### src/rtl/hazard_scheduler.sv
// ============================================================================
// Module   : hazard_scheduler
// Purpose  : Pipeline hazard control (memory wait, branch flush, load-use stall).
// Revision : 1.0
// ============================================================================
`default_nettype none

module hazard_scheduler #(
   parameter int CNT_W       = 16,
   parameter int MEM_TIMEOUT = 255
) (
   input  logic             clk,
   input  logic             rst_n,
   input  logic             load_use_hazard,
   input  logic             branch_taken,
   input  logic             dmem_req,
   input  logic             dmem_ready,
   output logic             pc_write,
   output logic             ifid_write,
   output logic             ifid_flush,
   output logic             idex_bubble,
   output logic             pipe_hold,
   output logic             halted,
   output logic [CNT_W-1:0] stall_cycles,
   output logic [CNT_W-1:0] flush_count
);

   typedef enum logic [1:0] {
      RUN      = 2'd0,
      MEM_WAIT = 2'd1,
      HALT     = 2'd2
   } state_t;

   localparam logic [CNT_W-1:0] c_CNT_MAX = {CNT_W{1'b1}};
   localparam logic [CNT_W-1:0] c_TIMEOUT = CNT_W'(MEM_TIMEOUT);
   localparam logic [CNT_W-1:0] c_ONE     = CNT_W'(1);

   state_t           r_state;
   state_t           w_nextState;
   logic [CNT_W-1:0] r_waitCnt;
   logic [CNT_W-1:0] w_waitNext;
   logic [CNT_W-1:0] r_stallCnt;
   logic [CNT_W-1:0] r_flushCnt;
   logic             w_applyRules;

   // Inputs are masked while reset is held so the block presents plain RUN flow.
   logic w_loadUse, w_branch, w_memReq, w_memReady;
   assign w_loadUse  = load_use_hazard & rst_n;
   assign w_branch   = branch_taken    & rst_n;
   assign w_memReq   = dmem_req        & rst_n;
   assign w_memReady = dmem_ready      & rst_n;

   always_comb begin
      pc_write     = 1'b1;
      ifid_write   = 1'b1;
      ifid_flush   = 1'b0;
      idex_bubble  = 1'b0;
      pipe_hold    = 1'b0;
      halted       = 1'b0;
      w_applyRules = 1'b0;
      w_nextState  = r_state;
      w_waitNext   = r_waitCnt;

      case (r_state)
         RUN: begin
            if (w_memReq && !w_memReady) begin
               pc_write    = 1'b0;
               ifid_write  = 1'b0;
               pipe_hold   = 1'b1;
               w_waitNext  = c_ONE;
               w_nextState = (c_ONE >= c_TIMEOUT) ? HALT : MEM_WAIT;
            end else begin
               w_applyRules = 1'b1;
            end
         end
         MEM_WAIT: begin
            if (!w_memReady) begin
               pc_write    = 1'b0;
               ifid_write  = 1'b0;
               pipe_hold   = 1'b1;
               w_waitNext  = r_waitCnt + c_ONE;
               if (w_waitNext >= c_TIMEOUT) begin
                  w_nextState = HALT;
               end
            end else begin
               w_applyRules = 1'b1;
               w_waitNext   = '0;
               w_nextState  = RUN;
            end
         end
         HALT: begin
            pc_write   = 1'b0;
            ifid_write = 1'b0;
            pipe_hold  = 1'b1;
            halted     = 1'b1;
         end
         default: begin
            w_nextState = RUN;
            w_waitNext  = '0;
         end
      endcase

      // Branch flush outranks the load-use stall: the dependent instruction is squashed anyway.
      if (w_applyRules) begin
         if (w_branch) begin
            ifid_flush  = 1'b1;
            idex_bubble = 1'b1;
         end else if (w_loadUse) begin
            pc_write    = 1'b0;
            ifid_write  = 1'b0;
            idex_bubble = 1'b1;
         end
      end
   end

   always_ff @(posedge clk or negedge rst_n) begin
      if (!rst_n) begin
         r_state    <= RUN;
         r_waitCnt  <= '0;
         r_stallCnt <= '0;
         r_flushCnt <= '0;
      end else begin
         r_state   <= w_nextState;
         r_waitCnt <= w_waitNext;
         if (!pc_write && (r_stallCnt != c_CNT_MAX)) begin
            r_stallCnt <= r_stallCnt + c_ONE;
         end
         if (ifid_flush && (r_flushCnt != c_CNT_MAX)) begin
            r_flushCnt <= r_flushCnt + c_ONE;
         end
      end
   end

   assign stall_cycles = r_stallCnt;
   assign flush_count  = r_flushCnt;

endmodule

`default_nettype wire

### config.mk
export PLATFORM = sky130hd
export DESIGN_NAME = hazard_scheduler
export DESIGN_NICKNAME = d
export VERILOG_FILES = /design/src/rtl/hazard_scheduler.sv
export SDC_FILE = /design/constraint.sdc
export NUM_CORES = 1
export LEC_CHECK = 0
export ABC_CLOCK_PERIOD_IN_PS = 1800
export CAP_MARGIN = 25
export CORE_MARGIN = 2
export CORE_UTILIZATION = 45
export DETAILED_ROUTE_END_ITERATION = 10
export DONT_BUFFER_PORTS = 1
export GPL_TIMING_DRIVEN = 0
export PLACE_DENSITY = 0.63
export SETUP_SLACK_MARGIN = 0.3
export SLEW_MARGIN = 15
export SYNTH_ARGS = -nofsm -noshare
export SYNTH_HDL_FRONTEND = slang
export SYNTH_SLANG_ARGS = --single-unit
### constraint.sdc
create_clock -name clk -period 1.8 [get_ports clk]
set_input_delay 0.09 -clock clk [delete_from_list [all_inputs] [get_ports clk]]
set_output_delay 0.09 -clock clk [all_outputs]
set_load 0.005 [all_outputs]
# [Word level (Yosys, flattened, before mapping)]
# Index checks and enable logic that the tools add are counted.
[totals] register_bits=50 inputBits=6 out_inout_bits=38 word_cells=50
[classes] add_sub_neg=3 magnitude_cmp=1 n_eq_ne=6 mux=23 bitwise=5 reduce_logical=8
[op_table] op="$add 16x1->16 const B" count=3
[op_table] op="$pmux 16 s3" count=1
[op_table] op="$mux 16" count=2
[op_table] op="$ne 16x16->1 const B" count=2
[op_table] op="$ge 16x8->1 const B" count=1
[op_table] op="$mux 1" count=13
[op_table] op="$mux 2" count=3
[op_table] op="$pmux 1 s3" count=2
[op_table] op="$pmux 2 s3" count=1
[op_table] op="$and 1x1->1" count=4
[op_table] op="$logic_and 1x1->1" count=3
[op_table] op="$ne 3x3->1 const B" count=1
[op_table] op="$reduce_and 3->1" count=1
[op_table] op="$eq 2x1->1 const B" count=1
[op_table] op="$eq 2x2->1 const B" count=1
[op_table] op="$logic_not 1->1" count=2
[op_table] op="$logic_not 2->1" count=1
[op_table] op="$ne 2x2->1 const B" count=1
[op_table] op="$pmux 1 s2" count=1
[op_table] op="$reduce_and 2->1" count=1
[op_table] op="$not 1->1" count=1

# [Depth between registers and ports, before layout]
# Gate-level depths: netlist of the first run.
[logic_depth] ltp_word=10 ltp_mapped=7 depth_no_buf=7

# [Worst setup path after synthesis of the first run]
# OpenSTA, ideal clock, no wires.
[synth_timing] path_type="register -> register" startpoint="register r_waitCnt[1]" endpoint="register r_state[0]" setup_ns=0.065 arrival_ns=1.808 required_ns=1.735 path_slack_ns=-0.073 stages_incl_launch_ff=8 path_buffers=0 synth_period_minus_slack_ns=1.873 path_cell_list="dfrtp_1 -> ha_1 -> nand3_1 -> nor4_2 -> xnor2_1 -> o2111ai_1 -> a2111oi_2 -> o21ba_1"
[synth_via] elab_chain_len=4
[synth_rtl] element="start, declared" line_no="40" rtl="logic [CNT_W-1:0] r_waitCnt;"
[synth_rtl] element="start signal, assigned" line_no="124" rtl="r_waitCnt <= w_waitNext;"
[synth_rtl] element="$add 16x1->16" line_no="81" rtl="w_waitNext = r_waitCnt + c_ONE;"
[synth_rtl] element="$ge 16x8->1" line_no="82" rtl="if (w_waitNext >= c_TIMEOUT) begin"
[synth_rtl] element="$ne 3x3->1 (no line)"
[synth_rtl] element="$reduce_and 3->1 (no line)"
[synth_rtl] element="end signal, assigned" line_no="123" rtl="r_state <= w_nextState;"
[synth_rtl] element="end, declared" line_no="38" rtl="state_t r_state;"
# No other way between the ends.
# A chain may end at the register's enable or synchronous reset.

# [Final worst setup path of the first run]
[layout_timing] startpoint="register r_state[1]" endpoint="register r_stallCnt[5], in the netlist stall_cycles[5]"
[layout_via] elab_chain_len=7 elab_cells_between_ends=10 cone_classes="eq/ne: 2; mux: 5; reduce/logical: 3"
[layout_rtl] element="$eq 2x2->1 (tied with other cells)"
[layout_rtl] element="$pmux 1 s3"
[layout_rtl] element="$mux 1 (2 in series)"
[layout_rtl] element="$mux 1 *"
[layout_rtl] element="via ifid_write" line_no="19" rtl="output logic ifid_write,"
[layout_rtl] element="$logic_not 1->1 *" line_no="125" rtl="if (!pc_write && (r_stallCnt != c_CNT_MAX)) begin"
[layout_rtl] element="$logic_and 1x1->1 *" line_no="125"
[layout_rtl] element="end signal, assigned" line_no="126" rtl="r_stallCnt <= r_stallCnt + c_ONE;"
[layout_rtl] element="end, declared" line_no="42" rtl="logic [CNT_W-1:0] r_stallCnt;"
# The timed path passes the listed nets; every way through them passes the cells marked *.

==> results of run 1 <==
## cells by family (layout without fill, tap and decap cells)
group                    after synthesis  after routing  synth area share
XOR/XNOR                              36             36             0.115
buffers and inverters                 19             72            0.0327
AND/OR/NAND/NOR                      112            112             0.233
multiplexers                           4              4            0.0155
adder cells (fa/ha/maj)                4              4            0.0182
flip-flops                            50             50             0.455
AO/OA/AOI/OAI                         48             48             0.131
## area by class of cell
class,count,area (sq um)
fillers,441,2100
multi-input cells,204,1810
flip-flops and latches,50,1260
repair buffers,45,447
well taps,75,93.8
plain buffers,9,86.3
clock buffers,6,72.6
inverters,10,37.5
clock inverters,2,13.8
## flip-flops by register name, summed over array words and instances (netlist names)
signal	flops
r_waitCnt	16
r_state	2
flush_count	16
stall_cycles	16
## metal layers
layer / up-vias / routed length (microns) / global-route usage
met5: - / 0 / 0
met4: 0 / 81 / 0.0533
met3: 6 / 335 / 0.0685
met2: 56 / 3190 / 0.319
met1: 1124 / 2890 / 0.256
li1: 1081 / - / -
## how the worst max path moves through the flow
| stage | from | to | slack, ns | cells past startpoint |
|---|---|---|---|---|
| 5_1_grt | r_state[1] | stall_cycles[15] | -0.19 | 7 |
| 4_1_cts | r_state[1] | stall_cycles[15] | -0.12 | 7 |
| 3_3_place_gp | r_waitCnt[1] | r_state[0] | -0.14 | 7 |
| 2_1_floorplan | r_state[1] | stall_cycles[15] | 0.06 | 6 |
| 6_report | r_state[1] | stall_cycles[5] | -0.12 | 8 |
| 3_5_place_dp | r_state[1] | stall_cycles[15] | -0.16 | 6 |
## cell usage after synthesis (2+ instances only)
library cell	count
a21oi_1	6
a31oi_1	3
and2_1	2
and3_1	9
buf_2	2
buf_4	4
clkbuf_1	2
dfrtp_1	50
ha_1	4
inv_1	10
mux2_2	2
mux2i_1	2
nand2_1	27
nand3_1	22
nand4_1	11
nand4_2	2
nor2_1	17
nor3_1	4
nor4_1	2
o21ai_0	20
o31ai_1	5
xnor2_1	28
xor2_1	8
## where the power goes
part	total [mW]	switching, mW	internal [mW]
clock network	0.644	0.369	0.275
logic	1.02	0.495	0.527
registers	1.61	0.310	1.30
## stage by stage
| stage | setup WS (ns) | utilization |
|---|---|---|
| 6_report | -0.120 | 0.646 |
| 5_1_grt | -0.188 | 0.646 |
| 4_1_cts | -0.120 | 0.585 |
| 3_5_place_dp | -0.163 | 0.502 |
| 3_3_place_gp | -0.140 | 0.502 |
| 2_1_floorplan | 0.0554 | - |
## what timing repair did
item,CTS,global route
endpoints found under the hold margin,50,0
cloned,0,1
hold buffers,2,0
gates resized for setup,47,62
setup buffers,25,17
pin swaps,24,30
setup endpoints to repair,51,52
==> flow_summary.json, run 1 <==
{
  "diodes": 0,
  "drt_wl_total_mm": 6.49,
  "area_delta_synth_final_pct": 39.0,
  "yosysWarningCount": 0,
  "synth_fp_nets": 283,
  "grt_pass1_vias": 2201,
  "synthTopCellsByArea": "dfrtp_1, xnor2_1, nand3_1",
  "layout_setup_ws_ns": -0.120,
  "path_class": "reg2reg",
  "final_cell_mix": "dfrtp_1, buf_4, xnor2_1, nand2_1, buf_6",
  "die_w_microns": 82.2,
  "dp.cells": 348,
  "cap_violations": 0,
  "post-route-period-util": 1.07,
  "dpl-instance-area_sq_um": 2970,
  "nets": 335,
  "path_max_fanout": 6,
  "grt_start_max_net_pins": 51,
  "status": "complete, but fails checks",
  "route.detailed.drc": 0,
  "ant_nets": 0,
  "setup.worst_path.start_class": "register",
  "ioPinCount": 44,
  "cts_buffers": 5,
  "vias": 2267,
  "gp_congestion": 0.785,
  "path_cells": "and2b_2, o21ai_2, o311a_4, a311oi_4, buf_6, buf_4, nand2_4, xnor2_1",
  "layout_commonest_cell": "dfrtp_1",
  "finalHoldViolations": 0,
  "synth-main-ff-cell": "dfrtp_1",
  "syn_inst": 273,
  "cp_top_family": "compound AO/OA/AOI/OAI gates",
  "r2r-end": "stall_cycles[5]",
  "hold_slack_ns": 0.0192,
  "synth-edff-count": 0,
  "cellPowerDensity_nw_per_um2": 857,
  "rsz0062_at_grt": "yes",
  "clkSinkCount": 50,
  "cp.arrival_ns": 2.11,
  "period_minus_slack_ns": 1.92,
  "hp-class": "in2reg",
  "holdPathEnd": "r_state[0]",
  "leakage_nw": 1.68,
  "final.setup.tns_ns": -1.16,
  "yosysTopAreaCell": "dfrtp_1",
  "synth_cell_types": 54,
  "grt_overflow": 0,
  "drive_gt1_frac": 0.426,
  "die_h_microns": 82.2,
  "setup_viol": 26,
  "port_buffers": 0,
  "first_pass_iters": 4,
  "reg2reg_depth": 8,
  "clockBufferDepth": 2,
  "tightest_slew_ns": 0.607,
  "slowest_stage": "dfrtp_2",
  "max_freq_mhz": 521,
  "ir_drop_mv": 0.720,
  "start_util": 0.465,
  "async_reset_ff_frac": 1.00,
  "core-area_sq_um": 5920,
  "violations": "negative setup slack",
  "netlist.area_leader.share": 0.455,
  "syn_area_sq_um": 2750,
  "clock_skew_ns": 0.00500,
  "hold_start": "dmem_ready",
  "routedWlPerCell_microns": 16.2,
  "die_area_sq_um": 6760,
  "end_kind": "register",
  "crit_path_max_incr_delay_ns": 0.44,
  "cts_tree": "done",
  "grt_usage": 0.199,
  "root_buffer": "clkbuf_8",
  "drt_iter0_drc": 81,
  "power_mw": 3.28,
  "slew-limit-headroom": 0.593,
  "synth_seq_cells": 50,
  "design_area_sq_um": 3820,
  "vias_per_cell": 5.65,
  "syn_area_per_cell_sq_um": 10.1,
  "rrSetupSlack_ns": -0.12,
  "grt_pass1_wl_mm": 10.3,
  "drv_slew": 0,
  "r2r_start": "r_state[1]",
  "path_buf_inv": 2,
  "min_path_cells": 2,
  "grt_antenna_before_repair": 0,
  "rows": 28,
  "crit_required_ns": 1.99,
  "path_clk_slew_ns": 0.09,
  "yosysSeqAreaShare": 0.455,
  "final_cells": 401,
  "h-tree-depth": 2,
  "dp_hpwl_mm": 3.82,
  "clock_latency_ns": 0.30
}
Power figures use the tool's default switching activity.
==> run 2: changes to the inputs <==
--- a/config.mk
+++ b/config.mk
@@ -12,7 +12,7 @@
 export DETAILED_ROUTE_END_ITERATION = 10
 export DONT_BUFFER_PORTS = 1
 export GPL_TIMING_DRIVEN = 0
-export PLACE_DENSITY = 0.63
+export PLACE_DENSITY = 0.68
 export SETUP_SLACK_MARGIN = 0.3
 export SLEW_MARGIN = 15
 export SYNTH_ARGS = -nofsm -noshare
==> flow_summary.json, run 2 (synthesis results as in run 1) <==
{
  "path_clk_slew_ns": 0.09,
  "layout_setup_ws_ns": -0.0953,
  "diodes": 0,
  "rows": 28,
  "power_mw": 3.32,
  "final_cells": 397,
  "grt_antenna_before_repair": 0,
  "rsz0062_at_grt": "yes",
  "core-area_sq_um": 5920,
  "ant_nets": 0,
  "grt_overflow": 0,
  "max_freq_mhz": 528,
  "gp_congestion": 0.823,
  "root_buffer": "clkbuf_8",
  "h-tree-depth": 2,
  "status": "complete, but fails checks",
  "path_max_fanout": 6,
  "period_minus_slack_ns": 1.90,
  "clock_skew_ns": 0.00457,
  "area_delta_synth_final_pct": 33.3,
  "worstSetupEndpoint": "stall_cycles[15]",
  "dp.cells": 348,
  "path_class": "reg2reg",
  "clkSinkCount": 50,
  "r2r-end": "stall_cycles[15]",
  "start_util": 0.465,
  "leakage_nw": 1.60,
  "dp_hpwl_mm": 3.77,
  "grt_pass1_vias": 2223,
  "grt_usage": 0.201,
  "cts_buffers": 5,
  "nets": 331,
  "grt_start_max_net_pins": 51,
  "final_cell_mix": "dfrtp_1, buf_4, xnor2_1, nand2_1, dfrtp_2",
  "post-route-period-util": 1.05,
  "rrSetupSlack_ns": -0.1,
  "end_kind": "register",
  "die_w_microns": 82.2,
  "setup.worst_path.start_class": "register",
  "reg2reg_depth": 7,
  "first_pass_iters": 4,
  "cts_tree": "done",
  "drt_wl_total_mm": 6.41,
  "die_area_sq_um": 6760,
  "cap_violations": 0,
  "clockBufferDepth": 2,
  "finalHoldViolations": 0,
  "hold_slack_ns": 0.0111,
  "setup_viol": 13,
  "grt_pass1_wl_mm": 10.4,
  "cellPowerDensity_nw_per_um2": 905,
  "startpoint": "r_state[0]",
  "r2r_start": "r_state[0]",
  "port_buffers": 0,
  "place_ws_ns": -0.142,
  "hp-class": "in2reg",
  "crit_required_ns": 2.00,
  "cp.arrival_ns": 2.09,
  "ioPinCount": 44,
  "slew-limit-headroom": 0.535,
  "layout_commonest_cell": "dfrtp_1",
  "drive_gt1_frac": 0.407,
  "vias": 2251,
  "vias_per_cell": 5.67,
  "route.detailed.drc": 0,
  "ir_drop_mv": 0.830,
  "violations": "negative setup slack",
  "tightest_slew_ns": 0.695,
  "drt_iter0_drc": 213,
  "die_h_microns": 82.2,
  "routedWlPerCell_microns": 16.1,
  "drv_slew": 0,
  "clock_latency_ns": 0.31
}
run 2: how the worst min path moves through the flow:
stage,cells past startpoint,end,startpoint,slack [ns]
after floorplan,0,flush_count[0],rst_n,-0.21
after global placement,0,flush_count[8],rst_n,-0.20
after detailed placement,0,flush_count[9],rst_n,-0.20
after CTS,2,r_state[0],dmem_ready,0.006
after global routing,2,r_state[0],dmem_ready,0.006
final,2,r_state[0],dmem_ready,0.01
run 2: layout make-up:
| class | instances | area (sq um) |
|---|---|---|
| buffer | 9 | 86.3 |
| clock buffer | 5 | 68.8 |
| clock inverter | 3 | 43.8 |
| fill | 477 | 2250 |
| inverter | 10 | 37.5 |
| multi-input combinational | 204 | 1710 |
| sequential | 50 | 1270 |
| tap | 75 | 93.8 |
| timing repair buffer | 41 | 360 |
run 2: power by group:
part           internal, mW  switching (mW)
logic                 0.452           0.447
registers              1.31           0.299
clock network         0.417           0.392
total                  2.18            1.14
run 2: timing repair:
action | in CTS | in global routing
hold endpoints to repair | 50 | 0
hold buffers | 2 | 0
endpoints found under the setup margin | 51 | 52
buffers inserted | 23 | 16
resized for setup | 38 | 38
pin swaps | 16 | 36
gates cloned | 0 | 0
run 2: worst max-delay path, stage by stage (launching register included):
cell and delay, ns:
dfrtp_1 0.35, buf_6 0.13, a21oi_2 0.04, or3b_4 0.41
o311a_4 0.18, a311oi_4 0.35, nand4_1 0.17, xnor2_1 0.15
run 2: layer usage:
metal / part of all wire / GRT usage / vias to the layer above
met5: 0 / 0 / -
met4: 0.011 / 0.0600 / 0
met3: 0.044 / 0.0543 / 7
met2: 0.50 / 0.323 / 42
met1: 0.45 / 0.265 / 1133
li1: - / - / 1069
run 2: per-stage QoR:
| step | utilization | TNS [ns] | cell area (sq um) |
|---|---|---|---|
| global placement | 0.502 | -0.504 | 2970 |
| detailed placement | 0.502 | -0.687 | 2970 |
| global route | 0.620 | -2.30 | 3670 |
| CTS | 0.576 | -0.684 | 3410 |
| finish | 0.620 | -0.469 | 3670 |
| floorplan | - | 0 | 2880 |
==> run 3: changes to the inputs <==
--- a/config.mk
+++ b/config.mk
@@ -6,13 +6,13 @@
 export NUM_CORES = 1
 export LEC_CHECK = 0
 export ABC_CLOCK_PERIOD_IN_PS = 1800
+export BUFFER_PORTS_ARGS = -buffer_cell sky130_fd_sc_hd__buf_2
 export CAP_MARGIN = 25
 export CORE_MARGIN = 2
 export CORE_UTILIZATION = 45
 export DETAILED_ROUTE_END_ITERATION = 10
-export DONT_BUFFER_PORTS = 1
 export GPL_TIMING_DRIVEN = 0
-export PLACE_DENSITY = 0.68
+export PLACE_DENSITY = 0.74
 export SETUP_SLACK_MARGIN = 0.3
 export SLEW_MARGIN = 15
 export SYNTH_ARGS = -nofsm -noshare
==> flow_summary.json, run 3 (synthesis results as in run 1) <==
{
  "clkSinkCount": 50,
  "dp.cells": 392,
  "rsz0062_at_grt": "yes",
  "reg2reg_depth": 8,
  "vias_per_cell": 5.59,
  "rrSetupSlack_ns": -0.12,
  "routedWlPerCell_microns": 17.1,
  "cts_tree": "done",
  "first_pass_iters": 4,
  "drt_iter0_drc": 161,
  "grt_start_max_net_pins": 27,
  "root_buffer": "clkbuf_8",
  "leakage_nw": 1.95,
  "fin_util": 0.703,
  "crit_required_ns": 2.03,
  "status": "complete, but fails checks",
  "drt_wl_total_mm": 7.79,
  "die_h_microns": 82.2,
  "clockBufferDepth": 2,
  "path_class": "reg2reg",
  "dp_hpwl_mm": 4.20,
  "route.detailed.drc": 0,
  "hp-class": "in2reg",
  "slew-limit-headroom": 0.636,
  "grt_usage": 0.215,
  "h-tree-depth": 2,
  "fillerInstances": 397,
  "finalHoldViolations": 0,
  "final_cell_mix": "buf_2, buf_4, dfrtp_1, xnor2_1, nand2_1",
  "holdPathEnd": "r_state[0]",
  "cellPowerDensity_nw_per_um2": 866,
  "path_clk_slew_ns": 0.09,
  "cp.arrival_ns": 2.15,
  "final_cells": 456,
  "clock_skew_ns": 0.00495,
  "grt_pass1_vias": 2338,
  "layout_commonest_cell": "buf_2",
  "ir_drop_mv": 0.676,
  "setup_viol": 24,
  "post-route-period-util": 1.07,
  "max_freq_mhz": 522,
  "layout_setup_ws_ns": -0.117,
  "drive_gt1_frac": 0.535,
  "rows": 28,
  "violations": "negative setup slack",
  "port_buffers": 43,
  "ioPinCount": 44,
  "drv_slew": 0,
  "grt_pass1_wl_mm": 11.0,
  "place_ws_ns": -0.632,
  "r2r_start": "r_state[1]",
  "gp_congestion": 0.769,
  "period_minus_slack_ns": 1.92,
  "r2r-end": "flush_count[15]",
  "cap_violations": 0,
  "tightest_slew_ns": 0.546,
  "start_util": 0.465,
  "area_delta_synth_final_pct": 51.3,
  "core-area_sq_um": 5920,
  "hold_start": "rst_n",
  "die_w_microns": 82.2,
  "vias": 2550,
  "nets": 390,
  "path_max_fanout": 5,
  "grt_antenna_before_repair": 0,
  "diodes": 0,
  "clock_latency_ns": 0.31,
  "cts_buffers": 5,
  "grt_overflow": 0,
  "end_kind": "register",
  "ant_nets": 0,
  "setup.worst_path.start_class": "register",
  "die_area_sq_um": 6760,
  "final.setup.tns_ns": -1.33,
  "min_path_cells": 3,
  "hold_slack_ns": 0.187
}
[run 3: area by class of cell]
cell class	count	area, sq um	share of cell area
multi-input cells	204	1830	0.439
flip-flops and latches	50	1260	0.304
repair buffers	100	759	0.182
well taps	75	93.8	0.0225
clock buffers	6	82.6	0.0198
plain buffers	9	76.3	0.0183
inverters	10	42.5	0.0102
clock inverters	2	16.3	0.00391
[run 3: worst max path at each step]
stage          slack, ns          from               end
4_1_cts            -0.11    r_state[1]  stall_cycles[15]
3_5_place_dp       -0.63         rst_n  stall_cycles[15]
5_1_grt            -0.21  r_waitCnt[0]        r_state[0]
3_3_place_gp       -0.80         rst_n  stall_cycles[15]
6_report           -0.12    r_state[1]   flush_count[15]
2_1_floorplan       0.06    r_state[1]  stall_cycles[15]
[run 3: where the power goes]
part / switching (mW) / leakage (nW) / internal, mW
clock: 0.401 / 0.0478 / 0.317
combinational: 0.647 / 1.25 / 0.695
sequential: 0.237 / 0.650 / 1.31
total: 1.28 / 1.95 / 2.32
[run 3: worst max-delay path, stage by stage, from the launching register on]
cell and delay [ns]:
dfrtp_2 0.44, and2b_2 0.23, o211ai_1 0.10, buf_4 0.18, a31oi_4 0.22, buf_12 0.14, nand3_4 0.08, nor3_2 0.24
xor2_1 0.19
[run 3: layer usage]
layer,global-route usage,wire length (microns),vias to the layer above
met3,0.0435,376,18
li1,-,-,1184
met4,0.0750,225,0
met1,0.272,3280,1267
met2,0.365,3910,81
met5,0,0,-
[run 3: what timing repair did]
item | CTS | global route
setup buffers | 30 | 22
gates resized for setup | 46 | 56
hold endpoints to repair | 24 | 24
setup endpoints to repair | 54 | 52
pin swaps | 30 | 55
hold buffers | 3 | 1
[run 3: stage by stage]
step           power, mW  instance area [sq um]
6_report            3.61                   4160
5_1_grt             3.80                   4160
4_1_cts             3.37                   3750
3_5_place_dp        2.40                   3210
3_3_place_gp        2.36                   3190
2_1_floorplan       2.07                   2880
